===== src/rtl/layer_sequencer.sv =====
// ============================================================================
// Module      : layer_sequencer
// Description : Sample-level controller that runs one layer instance through an
//               inference (or inference + STDP) window per accepted volley and
//               returns the winner. Optional perf counters: SEQ_PERF_CNT_EN.
// Revision    : 1.0 - initial release
// ============================================================================
`default_nettype none

module layer_sequencer #(
    parameter int NUM_SPIKES     = 8,
    parameter int NEURONS        = 4,
    parameter int TP_W           = 3,
    parameter int TESTING_PERIOD = 8,
    parameter int TIME_W         = 4,
    parameter int NW             = 2
) (
    input  logic                           clk,
    input  logic                           rst,
    input  logic                           in_valid,
    output logic                           in_ready,
    input  logic [NUM_SPIKES*(TP_W+1)-1:0] in_spike_times,
    input  logic                           in_train,
    output logic [TIME_W:0]                time_val,
    output logic                           training,
    output logic [NUM_SPIKES*(TP_W+1)-1:0] spike_times,
    input  logic [TP_W:0]                  layer_spike_time,
    input  logic [NW:0]                    layer_winner,
    output logic                           out_valid,
    input  logic                           out_ready,
    output logic [NW:0]                    out_winner,
    output logic [TP_W:0]                  out_spike_time,
    output logic                           out_train
`ifdef SEQ_PERF_CNT_EN
    ,
    output logic [15:0]                    cnt_samples,
    output logic [15:0]                    cnt_nospike
`endif
);

    localparam int TIME_PERIOD = TESTING_PERIOD + NEURONS;
    localparam logic [TIME_W:0] FLUSH_T    = (TIME_W+1)'(TIME_PERIOD - 1);
    localparam logic [TIME_W:0] LAST_TRAIN = (TIME_W+1)'(TIME_PERIOD - 1);
    localparam logic [TIME_W:0] LAST_INFER = (TIME_W+1)'(TESTING_PERIOD - 1);

    typedef enum logic [1:0] {
        S_IDLE   = 2'd0,
        S_RUN    = 2'd1,
        S_REPORT = 2'd2
    } state_t;

    state_t          state;
    logic            train_q;
    logic [TIME_W:0] last_t;

    assign last_t = train_q ? LAST_TRAIN : LAST_INFER;

    // The spike_times register doubles as the volley latch during RUN.
    always_ff @(posedge clk or posedge rst) begin
        if (rst) begin
            state          <= S_IDLE;
            train_q        <= 1'b0;
            in_ready       <= 1'b1;
            out_valid      <= 1'b0;
            training       <= 1'b0;
            time_val       <= FLUSH_T;
            spike_times    <= '1;
            out_winner     <= '1;
            out_spike_time <= '1;
            out_train      <= 1'b0;
        end else begin
            case (state)
                S_IDLE: begin
                    if (in_valid && in_ready) begin
                        spike_times <= in_spike_times;
                        train_q     <= in_train;
                        training    <= in_train;
                        time_val    <= '0;
                        in_ready    <= 1'b0;
                        state       <= S_RUN;
                    end
                end
                S_RUN: begin
                    if (time_val == last_t) begin
                        out_winner     <= layer_winner;
                        out_spike_time <= layer_spike_time;
                        out_train      <= train_q;
                        // Return to the flush value with training already low.
                        time_val       <= FLUSH_T;
                        training       <= 1'b0;
                        spike_times    <= '1;
                        out_valid      <= 1'b1;
                        state          <= S_REPORT;
                    end else begin
                        time_val <= time_val + 1'b1;
                    end
                end
                S_REPORT: begin
                    if (out_ready) begin
                        out_valid <= 1'b0;
                        in_ready  <= 1'b1;
                        state     <= S_IDLE;
                    end
                end
                default: begin
                    state <= S_IDLE;
                end
            endcase
        end
    end

`ifdef SEQ_PERF_CNT_EN
    logic report_hs;
    assign report_hs = (state == S_REPORT) && out_ready;

    always_ff @(posedge clk or posedge rst) begin
        if (rst) begin
            cnt_samples <= '0;
            cnt_nospike <= '0;
        end else if (report_hs) begin
            if (cnt_samples != 16'hFFFF) cnt_samples <= cnt_samples + 16'd1;
            if (out_spike_time[TP_W] && (cnt_nospike != 16'hFFFF))
                cnt_nospike <= cnt_nospike + 16'd1;
        end
    end
`else
    // Counters are not built in this configuration.
`endif

endmodule

`default_nettype wire


===== config.mk =====
export PLATFORM = sky130hd
export DESIGN_NAME = layer_sequencer
export DESIGN_NICKNAME = d
export VERILOG_FILES = /design/src/rtl/layer_sequencer.sv
export SDC_FILE = /design/constraint.sdc
export NUM_CORES = 1
export LEC_CHECK = 0
export BUFFER_PORTS_ARGS = -buffer_cell sky130_fd_sc_hd__clkbuf_2
export CORE_MARGIN = 3
export CORE_UTILIZATION = 45
export CTS_CLUSTER_SIZE = 16
export DETAILED_ROUTE_END_ITERATION = 8
export HOLD_SLACK_MARGIN = 0.03
export PLACE_DENSITY = 0.76
export SYNTH_ARGS = -nofsm -noshare
export SYNTH_HDL_FRONTEND = slang
export SYNTH_SLANG_ARGS = --single-unit

===== constraint.sdc =====
create_clock -name clk -period 2.4 [get_ports clk]
set_clock_uncertainty 0.15 [all_clocks]
set_input_delay 0.12 -clock clk [delete_from_list [all_inputs] [get_ports clk]]
set_output_delay 0.12 -clock clk [all_outputs]
set_load 0.01 [all_outputs]

# Yosys cells after proc, flatten, opt, wreduce, memory -nomap -nowiden
# Index checks and enable logic that the tools add are counted.
word_totals:
  register_bits: 51
  inputBits: 44
  out_inout_bits: 48
op_classes:
  addsub: 1
  eq_ne: 6
  mux: 20
  reduce_logical: 12
op_table:
  columns: ["op", "count"]
  rows:
  - ["2-to-1 mux 32 bit", 2]
  - ["case mux 32 bit (2 select lines)", 1]
  - ["AND reduction 3 bit", 4]
  - ["2-to-1 mux 5 bit", 2]
  - ["case mux 5 bit (2 select lines)", 1]
  - ["2-to-1 mux 1 bit", 6]
  - ["2-to-1 mux 2 bit", 3]
  - ["!= test 2 bit, second input constant", 3]
  - ["case mux 1 bit (2 select lines)", 3]
  - ["case mux 2 bit (3 select lines)", 1]
  - ["AND reduction 2 bit", 3]
  - ["nonzero test 2 bit", 3]
  - ["adder 5 x 1 -> 5 bit, second input constant", 1]
  - ["== test 5 x 4 -> 1 bit", 1]
  - ["2-to-1 mux 4 bit", 1]
  - ["== test 2 x 1 -> 1 bit, second input constant", 1]
  - ["== test 2 bit, second input constant", 1]
  - ["zero test 2 bit", 1]
  - ["logical AND 1 bit", 1]

# Depth between registers and ports, before layout
# Gate-level depths: netlist of the first run.
depth:
  ltp_word: 4
  depth_mapped: 6
  ltp_nobuf: 4

# Least setup slack after synthesis of the first run
# OpenSTA, ideal clock, no wires.
synth_timing:
  path_type: "reg-to-reg"
  start: "reg time_val[0]"
  end: "reg out_spike_time[0]"
  arrival_ns: 1.577
  t_required_ns: 2.168
  setup_slack_ns: 0.590
  path_stages_with_launch: 6
  path_cell_list: "dfstp_2 -> ha_1 -> nand3b_1 -> o21bai_4 -> buf_6 -> mux2_4"
synth_between:
  elab_chain_len: 2
synth_rtl:
  columns: ["item", "line", "rtl"]
  rows:
  - ["from (decl)", "24", "output logic [TIME_W:0] time_val,"]
  - ["from (signal assigned)", "95", "time_val <= time_val + 1'b1;"]
  - ["== test 5 x 4 -> 1 bit", "84", "if (time_val == last_t) begin"]
  - ["AND reduction 2 bit (no line)", null, null]
  - ["to (signal assigned)", "86", "out_spike_time <= layer_spike_time;"]
  - ["to (decl)", "32", "output logic [TP_W:0] out_spike_time,"]
# Every way passes these cells.
# A chain may end at the register's enable or synchronous reset.

# Worst setup path in the final report of the first run
layout_timing:
  start: "reg time_val[4]"
  end: "reg state[1]"
layout_between:
  elab_chain_len: 3
layout_rtl:
  columns: ["item", "line", "rtl"]
  rows:
  - ["== test 5 x 4 -> 1 bit", "84", null]
  - ["!= test 2 bit (no line)", null, null]
  - ["AND reduction 3 bit (no line)", null, null]
  - ["to (signal assigned)", "80", "state <= S_RUN;"]
  - ["to (signal assigned)", "93", "state <= S_REPORT;"]
  - ["to (signal assigned)", "102", "state <= S_IDLE;"]
  - ["to (decl)", "52", "state_t state;"]
# Every way passes these cells.

==> results of run 1 <==
kinds of logic after synthesis:
family | count (synthesis) | share of synthesized area, %
AND/OR/NAND/NOR | 85 | 17.7
XOR/XNOR | 1 | 0.394
adder cells (fa/ha/maj) | 1 | 0.563
AO/OA/AOI/OAI | 48 | 13.1
flip-flops | 51 | 59.9
buffers and inverters | 15 | 4.11
multiplexers | 8 | 4.23
what timing repair did:
item / CTS / global route
endpoints found under the setup margin: 0 / 0
hold buffers: 43 / 0
buffers inserted: 0 / 0
endpoints found under the hold margin: 52 / 0
synth_stat cells:
| cell | count | share of area, % |
|---|---|---|
| nor2_1 | 65 | 11 |
| mux2_2 | 7 | 3.5 |
| o21ai_1 | 1 | 0.23 |
| nand2b_1 | 2 | 0.56 |
| dfrtp_1 | 8 | 9.0 |
| inv_1 | 3 | 0.51 |
| and4bb_4 | 1 | 0.73 |
| nor4bb_1 | 1 | 0.45 |
| o31a_1 | 1 | 0.39 |
| mux2_4 | 1 | 0.68 |
| a21oi_1 | 34 | 7.7 |
| nor2b_1 | 2 | 0.56 |
| and2_1 | 1 | 0.28 |
| buf_2 | 4 | 0.90 |
| o31ai_1 | 1 | 0.34 |
| o21bai_4 | 1 | 0.85 |
| o21ai_0 | 4 | 0.90 |
| nand4bb_1 | 1 | 0.51 |
| nand3b_1 | 1 | 0.34 |
| nor3_1 | 1 | 0.23 |
| a21o_1 | 2 | 0.68 |
| buf_6 | 4 | 2.0 |
| dfstp_2 | 43 | 51 |
| o21a_1 | 1 | 0.34 |
| nand2_1 | 3 | 0.51 |
| ha_1 | 1 | 0.56 |
| a311oi_1 | 1 | 0.39 |
| nand3_1 | 4 | 0.90 |
| nor4b_4 | 1 | 1.1 |
| and3_1 | 2 | 0.56 |
| a31o_2 | 1 | 0.39 |
| o211ai_4 | 1 | 0.96 |
| clkbuf_1 | 4 | 0.68 |
| xor2_1 | 1 | 0.39 |
critical path, cell delays in order, from the launching register on:
cell and delay (ps):
dfrtp_1 490, and4bb_4 290, o21bai_4 550, buf_4 350, o21ai_1 90
flip-flops by register name (all words and copies together), names as in the netlist, 2 cells and up:
| signal | count |
|---|---|
| time_val | 5 |
| spike_times | 32 |
| out_winner | 3 |
| state | 2 |
| out_spike_time | 4 |
cell type report:
cell class	instances	share of cell area, %
Clock buffer	7	2.65
Clock inverter	1	0.154
Inverter	3	0.346
Multi-Input combinational cell	143	25.2
Sequential cell	51	40.8
Tap cell	65	2.50
Timing Repair Buffer	139	28.4
routing by layer:
layer	wire, um	GRT usage [%]	part of all wire, %
met1	2310	23.7	42
met2	2860	35.1	51
met3	316	4.61	5.7
met4	68	5.98	1.2
met5	0	0	0
final timing paths:
path	end	slack, ps	cells past startpoint
worst max register to register	state[1]$_DFFE_PP0P_	340	4
min in group clk	spike_times[24]$_DFFE_PP1P_	370	2
worst min register to register	spike_times[24]$_DFFE_PP1P_	370	2
worst min-delay path	time_val[2]$_DFFE_PP0P_	280	3
worst max-delay path	state[1]$_DFFE_PP0P_	340	4
max in group asynchronous	spike_times[17]$_DFFE_PP1P_	1110	4
placed cells by master (no fill, tap or decap), types with 3 or more instances in the layout:
cell type      synthesis  layout
clkbuf_2               0      91
dlygate4sd3_1          0      43
nor2_1                65      65
clkbuf_8               0       6
mux2_2                 7       7
nand3_1                4       4
buf_4                  0       5
o21ai_0                4       4
a21oi_1               34      34
nand2_1                3       3
dfstp_2               43      43
dfrtp_1                8       8
power by group:
| part | leakage (nW) | switching (mW) | internal [mW] |
|---|---|---|---|
| sequential | 0.548 | 0.00318 | 0.873 |
| combinational | 0.929 | 0.0463 | 0.0820 |
| clock | 0.0482 | 0.259 | 0.233 |
| total | 1.52 | 0.309 | 1.19 |
==> flow_summary.yaml, run 1 <==
synthesis:
  synthDistinctLibCells: 34
  syn_nets: 254
  netlist_area_um2: 2220
  yosysSeqAreaShare_pct: 59.9
  ys_ff_latch: 51
  synth_warnings: 0
  avgSynthCellArea_um2: 10.6
  synthCells: 209
finish:
  nets: 388
  area_growth_pct: 46.6
  final_area_um2: 3260
  final_core_util_pct: 71.4
  ff_latch_area_um2: 1330
  stdcell_count: 409
  fillerInstances: 356
  diodes: 0
  multi_input_area_um2: 820
  drive_gt1_share_pct: 47.1
detailed_routing:
  drtAntennaViolNets: 0
  drtIter0Drc: 65
  wl_per_cell_um: 13.6
  drt_wl_total_um: 5560
  drt-vias-per-instance: 4.78
  drc: 0
  drt_pass1_iterations: 4
  via_count: 1953
clock_network:
  cts_tree: "yes"
  ctsResizeCount: 0
  clock_latency_ps: 300
  clkTransAtPathRegs_ps: 90
  cts_buffer_depth: 2
  h-tree-depth: 2
  root_buffer: "clkbuf_8"
  cts_buffers: 5
  clock_sinks: 51
timing:
  setup_slack_ps: 345
  hold_viol_final: 0
  rsz0062_at_grt: "false"
  period_share_pct: 85.6
  tightest_slew_ps: 694
  final.setup.tns_ps: 0
  slew_violations: 0
  period_minus_slack_ps: 2060
  fmax_ghz: 0.487
  timing.hold.ws_ps: 277
  setup_viol: 0
  slew_headroom_pct: 53.6
floorplanning:
  core_area_um2: 4560
  die_h_um: 76.3
  io_pins: 92
  die_w_um: 76.3
  dieArea_um2: 5810
  rows: 24
  initial_core_util_pct: 48.7
setup_path:
  cp.required_ps: 2420
  crit_type: "flop to flop"
  critical_path.startpoint: "time_val[4]$_DFFE_PP0P_"
  r2r_start: "time_val[4]$_DFFE_PP0P_"
  cp_max_fo: 28
  cp-end-kind: "flop"
  crit_path_start_kind: "flop"
  critPathArrivalTime_ps: 2080
outcome:
  outcome: "complete, no violations"
global_routing:
  grt_first_pass_wirelength_um: 9430
  grt.overflow.total: 0
  antenna_found_initial: 0
  grt_pass1_vias: 1960
  track_usage_pct: 19.8
  grt_max_degree: 34
placed_design:
  post-place-ws_ps: 361
  io_buffer_count: 91
  place_hpwl_um: 3550
  gp_congestion: 0.830
  dpl_cell_area_um2: 2740
  dp_cells: 358
power_and_ir_drop:
  p_leak_nw: 1.52
  finalPower_mw: 1.50
  power.density_nw_per_um2: 460
  vdd_drop_max_v: 0.000267
worst_hold_path:
  hold_path_class: "input port to async pin"
flow_run:
  cap_viol_max_count: 0
Note: power is estimated with default switching activity, not from simulation.
==> run 2, diff against run 1 <==
SETUP_SLACK_MARGIN = 0.4   (was default)
==> run 2 against run 1 <==
  * Maximum frequency increased by 7.3%
  * Worst setup slack improved by 140 ps
  * Power increased by 0.26%
  * Combinational power about the same
  * Sequential power about the same
  * Register-to-register slack improved by 140 ps
  * Flip-flop and latch count unchanged
  * Largest cell class unchanged
  * Global-route usage increased by 0.68 points
  * Clock power increased by 0.8%
  * Utilization increased by 1.4 points
==> flow_summary.yaml, run 2 (same netlist as run 1, synthesis figures left out) <==
outcome:
  outcome: "complete, no violations"
floorplanning:
  initial_core_util_pct: 48.7
  dieArea_um2: 5810
  rows: 24
  core_area_um2: 4560
  io_pins: 92
  die_h_um: 76.3
  die_w_um: 76.3
power_and_ir_drop:
  power.density_nw_per_um2: 452
  finalPower_mw: 1.50
  vdd_drop_max_v: 0.000271
  p_leak_nw: 1.55
timing:
  slew_headroom_pct: 59.2
  setup_viol: 0
  final.setup.tns_ps: 0
  period_share_pct: 79.8
  fmax_ghz: 0.522
  slew_violations: 0
  hold_viol_final: 0
  rsz0062_at_grt: "false"
  period_minus_slack_ps: 1920
  timing.hold.ws_ps: 277
  tightest_slew_ps: 612
  setup_slack_ps: 485
placed_design:
  dp_cells: 358
  dpl_cell_area_um2: 2740
  post-place-ws_ps: 361
  io_buffer_count: 91
  gp_congestion: 0.830
  place_hpwl_um: 3550
clock_network:
  h-tree-depth: 2
  cts_tree: "yes"
  root_buffer: "clkbuf_8"
  clock_sinks: 51
  clkTransAtPathRegs_ps: 90
  cts_buffer_depth: 2
  cts_buffers: 5
  clock_latency_ps: 300
setup_path:
  cp_max_fo: 7
  crit_type: "flop to flop"
  cpPeakStageDelay_ps: 590
  cp-end-kind: "flop"
  crit_path_start_kind: "flop"
  crit_path_top_delay_cell: "dfstp_2"
  critPathArrivalTime_ps: 2000
  cp.required_ps: 2480
  critical_path.cell_chain: "ha_2 > nand3b_1 > o21bai_4 > buf_4 > mux2_4"
finish:
  layout.cells.most_common_list: "91 x clkbuf_2, 65 x nor2_1, 43 x dlygate4sd3_1, 43 x dfstp_2, 34 x a21oi_1"
  reg.largest.list: "spike_times (32), time_val (5), out_spike_time (4)"
  drive_gt1_share_pct: 48.3
  nets: 394
  stdcell_count: 415
  final_common_cell: "clkbuf_2"
  diodes: 0
  final_core_util_pct: 72.7
  final_area_um2: 3320
  area_growth_pct: 49.5
  top_register: "spike_times"
  largest_reg_flops: 32
global_routing:
  grt_first_pass_wirelength_um: 9670
  grt.overflow.total: 0
  track_usage_pct: 20.4
  antenna_found_initial: 0
  grt_pass1_vias: 1997
  grt_max_degree: 34
detailed_routing:
  drtAntennaViolNets: 0
  drc: 0
  drt_wl_total_um: 5830
  drtIter0Drc: 73
  drt-vias-per-instance: 4.80
  wl_per_cell_um: 14.0
  drt_pass1_iterations: 4
  via_count: 1994
flow_run:
  cap_viol_max_count: 0
worst_hold_path:
  hold_path_class: "input port to async pin"
-- run 2: what timing repair did --
item | CTS | global route
hold endpoints to repair | 52 | 0
pin swaps | 1 | 0
endpoints found under the setup margin | 18 | 27
hold buffers | 43 | 0
gates cloned | 1 | 0
buffers inserted | 1 | 4
resized for setup | 0 | 2
-- run 2: worst paths after layout --
| path | from | slack, ps | cells after the start | end |
|---|---|---|---|---|
| worst min-delay path | rst | 280 | 3 | time_val[2]$_DFFE_PP0P_ |
| worst max-delay path | time_val[0]$_DFFE_PP1P_ | 480 | 5 | out_spike_time[0]$_DFFE_PP1P_ |
| worst max register to register | time_val[0]$_DFFE_PP1P_ | 480 | 5 | out_spike_time[0]$_DFFE_PP1P_ |
| max in group asynchronous | rst | 1100 | 4 | spike_times[17]$_DFFE_PP1P_ |
| min in group clk | spike_times[24]$_DFFE_PP1P_ | 370 | 2 | spike_times[24]$_DFFE_PP1P_ |
| worst min register to register | spike_times[24]$_DFFE_PP1P_ | 370 | 2 | spike_times[24]$_DFFE_PP1P_ |
-- run 2: critical path, delay by kind of cell (launching register included) --
kind                       cells  cell delay [ps]
adders and majority gates      1              230
and+or+nand+nor                1              160
DFF                            1              590
muxes                          1              280
buffers and inverters          1              170
AOI/OAI and AO/OA              1              270
-- run 2: final cells by class --
class	instances	area [um2]
fillers	351	1240
multi-input cells	144	845
well taps	65	81.3
clock inverters	1	5.00
inverters	3	11.3
flip-flops and latches	51	1330
clock buffers	7	86.3
repair buffers	144	961
-- run 2: power breakdown --
part | switching, mW | leakage [nW] | internal, mW
registers | 0.00327 | 0.548 | 0.873
logic | 0.0468 | 0.950 | 0.0820
clock network | 0.263 | 0.0482 | 0.233
total | 0.313 | 1.55 | 1.19
-- run 2: per-layer routing --
| metal | GRT usage [%] | share of wire (%) | vias to the layer above |
|---|---|---|---|
| li1 | - | - | 982 |
| met1 | 24.3 | 42 | 942 |
| met2 | 36.6 | 51 | 63 |
| met3 | 4.61 | 5.7 | 7 |
| met4 | 6.34 | 1.2 | 0 |
| met5 | 0 | 0 | - |
==> run 3, diff against run 2 <==
CORE_UTILIZATION = 43   (was 45)
clock period = 1.6 ns   (was 2.4 ns; I/O delays follow)
==> run 3 against run 2 <==
  * The run now ends with negative setup slack left
  * Flip-flop and latch count did not move
  * Utilization rose by 13 points
  * Clock power rose by 51%
  * Final cell count rose by 8.7%
  * Critical path type unchanged
  * Critical endpoint is now time_val[4]$_DFFE_PP0P_
  * Largest power group unchanged
==> flow_summary.yaml, run 3 (same netlist as run 1, synthesis figures left out) <==
outcome:
  outcome: "finished, violations left"
  violations: "negative setup slack"
placed_design:
  place_hpwl_um: 3800
  io_buffer_count: 91
  dp_cells: 374
  gp_congestion: 0.786
timing:
  setup_viol: 45
  setup_slack_ps: -103
  final.setup.tns_ps: -1230
  fmax_ghz: 0.587
  tightest_slew_ps: 308
  timing.hold.ws_ps: 194
  hold_viol_final: 0
  slew_violations: 0
  slew_headroom_pct: 79.4
  period_share_pct: 106
  period_minus_slack_ps: 1700
  rsz0062_at_grt: "true"
finish:
  multi_input_area_um2: 1050
  layout.cells.most_common_list: "65 x nor2_1, 53 x buf_6, 47 x clkbuf_2, 43 x dlygate4sd3_1, 43 x dfstp_2"
  final_common_cell: "nor2_1"
  largest_reg_flops: 32
  diodes: 0
  fillerInstances: 214
  stdcell_count: 451
  drive_gt1_share_pct: 64.8
  area_growth_pct: 87.3
  ff_latch_area_um2: 1330
  nets: 428
  reg.largest.list: "spike_times (32), time_val (5), out_spike_time (4)"
  top_register: "spike_times"
  final_core_util_pct: 85.8
setup_path:
  cpPeakStageDelay_ps: 570
  cp.required_ps: 1650
  critical_path.cell_chain: "ha_4 > buf_4 > buf_4 > buf_6 > buf_6 > nand3_2 > xor2_1 > o21ai_1"
  cp_max_fo: 3
  crit_path_start_kind: "flop"
  crit_path_top_delay_cell: "dfstp_2"
  crit_type: "flop to flop"
  cp-end-kind: "flop"
  critPathArrivalTime_ps: 1750
floorplanning:
  dieArea_um2: 6060
  initial_core_util_pct: 45.8
  core_area_um2: 4850
  die_h_um: 77.9
  die_w_um: 77.9
  rows: 25
  io_pins: 92
global_routing:
  antenna_found_initial: 0
  track_usage_pct: 23.4
  grt_pass1_vias: 2324
  grt.overflow.total: 0
  grt_first_pass_wirelength_um: 11100
  grt_max_degree: 52
detailed_routing:
  drt_wl_total_um: 8640
  drtAntennaViolNets: 0
  drt_pass1_iterations: 4
  drc: 0
  drtIter0Drc: 122
  via_count: 2341
  drt-vias-per-instance: 5.19
  wl_per_cell_um: 19.2
power_and_ir_drop:
  finalPower_mw: 2.29
  p_leak_nw: 1.91
  vdd_drop_max_v: 0.000592
  power.density_nw_per_um2: 551
clock_network:
  clock_latency_ps: 320
  cts_buffers: 5
  cts_buffer_depth: 2
  cts_tree: "yes"
  clkTransAtPathRegs_ps: 100
  clock_sinks: 51
  h-tree-depth: 2
  root_buffer: "clkbuf_8"
flow_run:
  cap_viol_max_count: 0
worst_hold_path:
  hold_path_class: "input port to flop"
run 3: changes by cell type in the layout (fill, tap and decap cells not counted), moves of 4 or more:
cell      previous run  this run
a21oi_2              0        33
a21oi_1             34         1
clkbuf_2            91        47
mux2_2               7         1
mux2_4               1         7
buf_6                0        53
buf_4               10        27
buf_8                0         4
run 3: final timing paths:
kind / startpoint / endpoint / slack, ps / cells past startpoint
min in group asynchronous: rst / out_train$_DFFE_PP0P_ / 270 / 4
min: in_valid / state[0]$_DFFE_PP0P_ / 190 / 4
min reg2reg: out_valid$_DFFE_PP0P_ / out_valid$_DFFE_PP0P_ / 390 / 2
max reg2reg: time_val[1]$_DFFE_PP1P_ / time_val[4]$_DFFE_PP0P_ / -100 / 8
max in group asynchronous: rst / spike_times[16]$_DFFE_PP1P_ / 730 / 4
max: time_val[1]$_DFFE_PP1P_ / time_val[4]$_DFFE_PP0P_ / -100 / 8
run 3: metrics by stage:
stage               setup WS (ps)  instance area [um2]
floorplan                    -157                 2310
global placement            -63.4                 2970
detailed placement          -95.4                 2970
CTS                         -43.4                 3750
global route                 -182                 4160
finish                       -103                 4160
run 3: where the power goes:
group	switching [mW]	internal [mW]
Clock	0.444	0.307
Combinational	0.0831	0.142
Sequential	0.00775	1.31
Total	0.535	1.76
run 3: layout make-up:
cell class | instances | area share (%)
inverter | 3 | 0.361
sequential | 51 | 32.1
clock buffer | 6 | 1.74
multi-input combinational | 144 | 25.3
timing repair buffer | 178 | 38.2
tap | 67 | 2.02
clock inverter | 2 | 0.301
run 3: timing repair:
item / CTS / global route
setup buffers: 15 / 8
gates resized for setup: 28 / 108
endpoints found under the hold margin: 95 / 0
setup endpoints to repair: 82 / 95
pin swaps: 9 / 4
hold buffers: 43 / 0
gates cloned: 3 / 0
run 3: worst max-delay path: cells and delay by family, from the launching register on:
family / cells / cell delay [ps]
xor+xnor: 1 / 200
buf+inv: 4 / 370
simple gates: 1 / 70
fa+ha+maj: 1 / 140
compound gates: 1 / 90
flops: 1 / 570
run 3: routing by layer:
metal / track usage (%) / vias to the layer above / share of wire [%]
met3: 4.87 / 28 / 4.4
met4: 9.07 / 0 / 3.1
met1: 25.5 / 1156 / 36
met2: 43.8 / 107 / 56
met5: 0 / - / 0
li1: - / 1050 / -
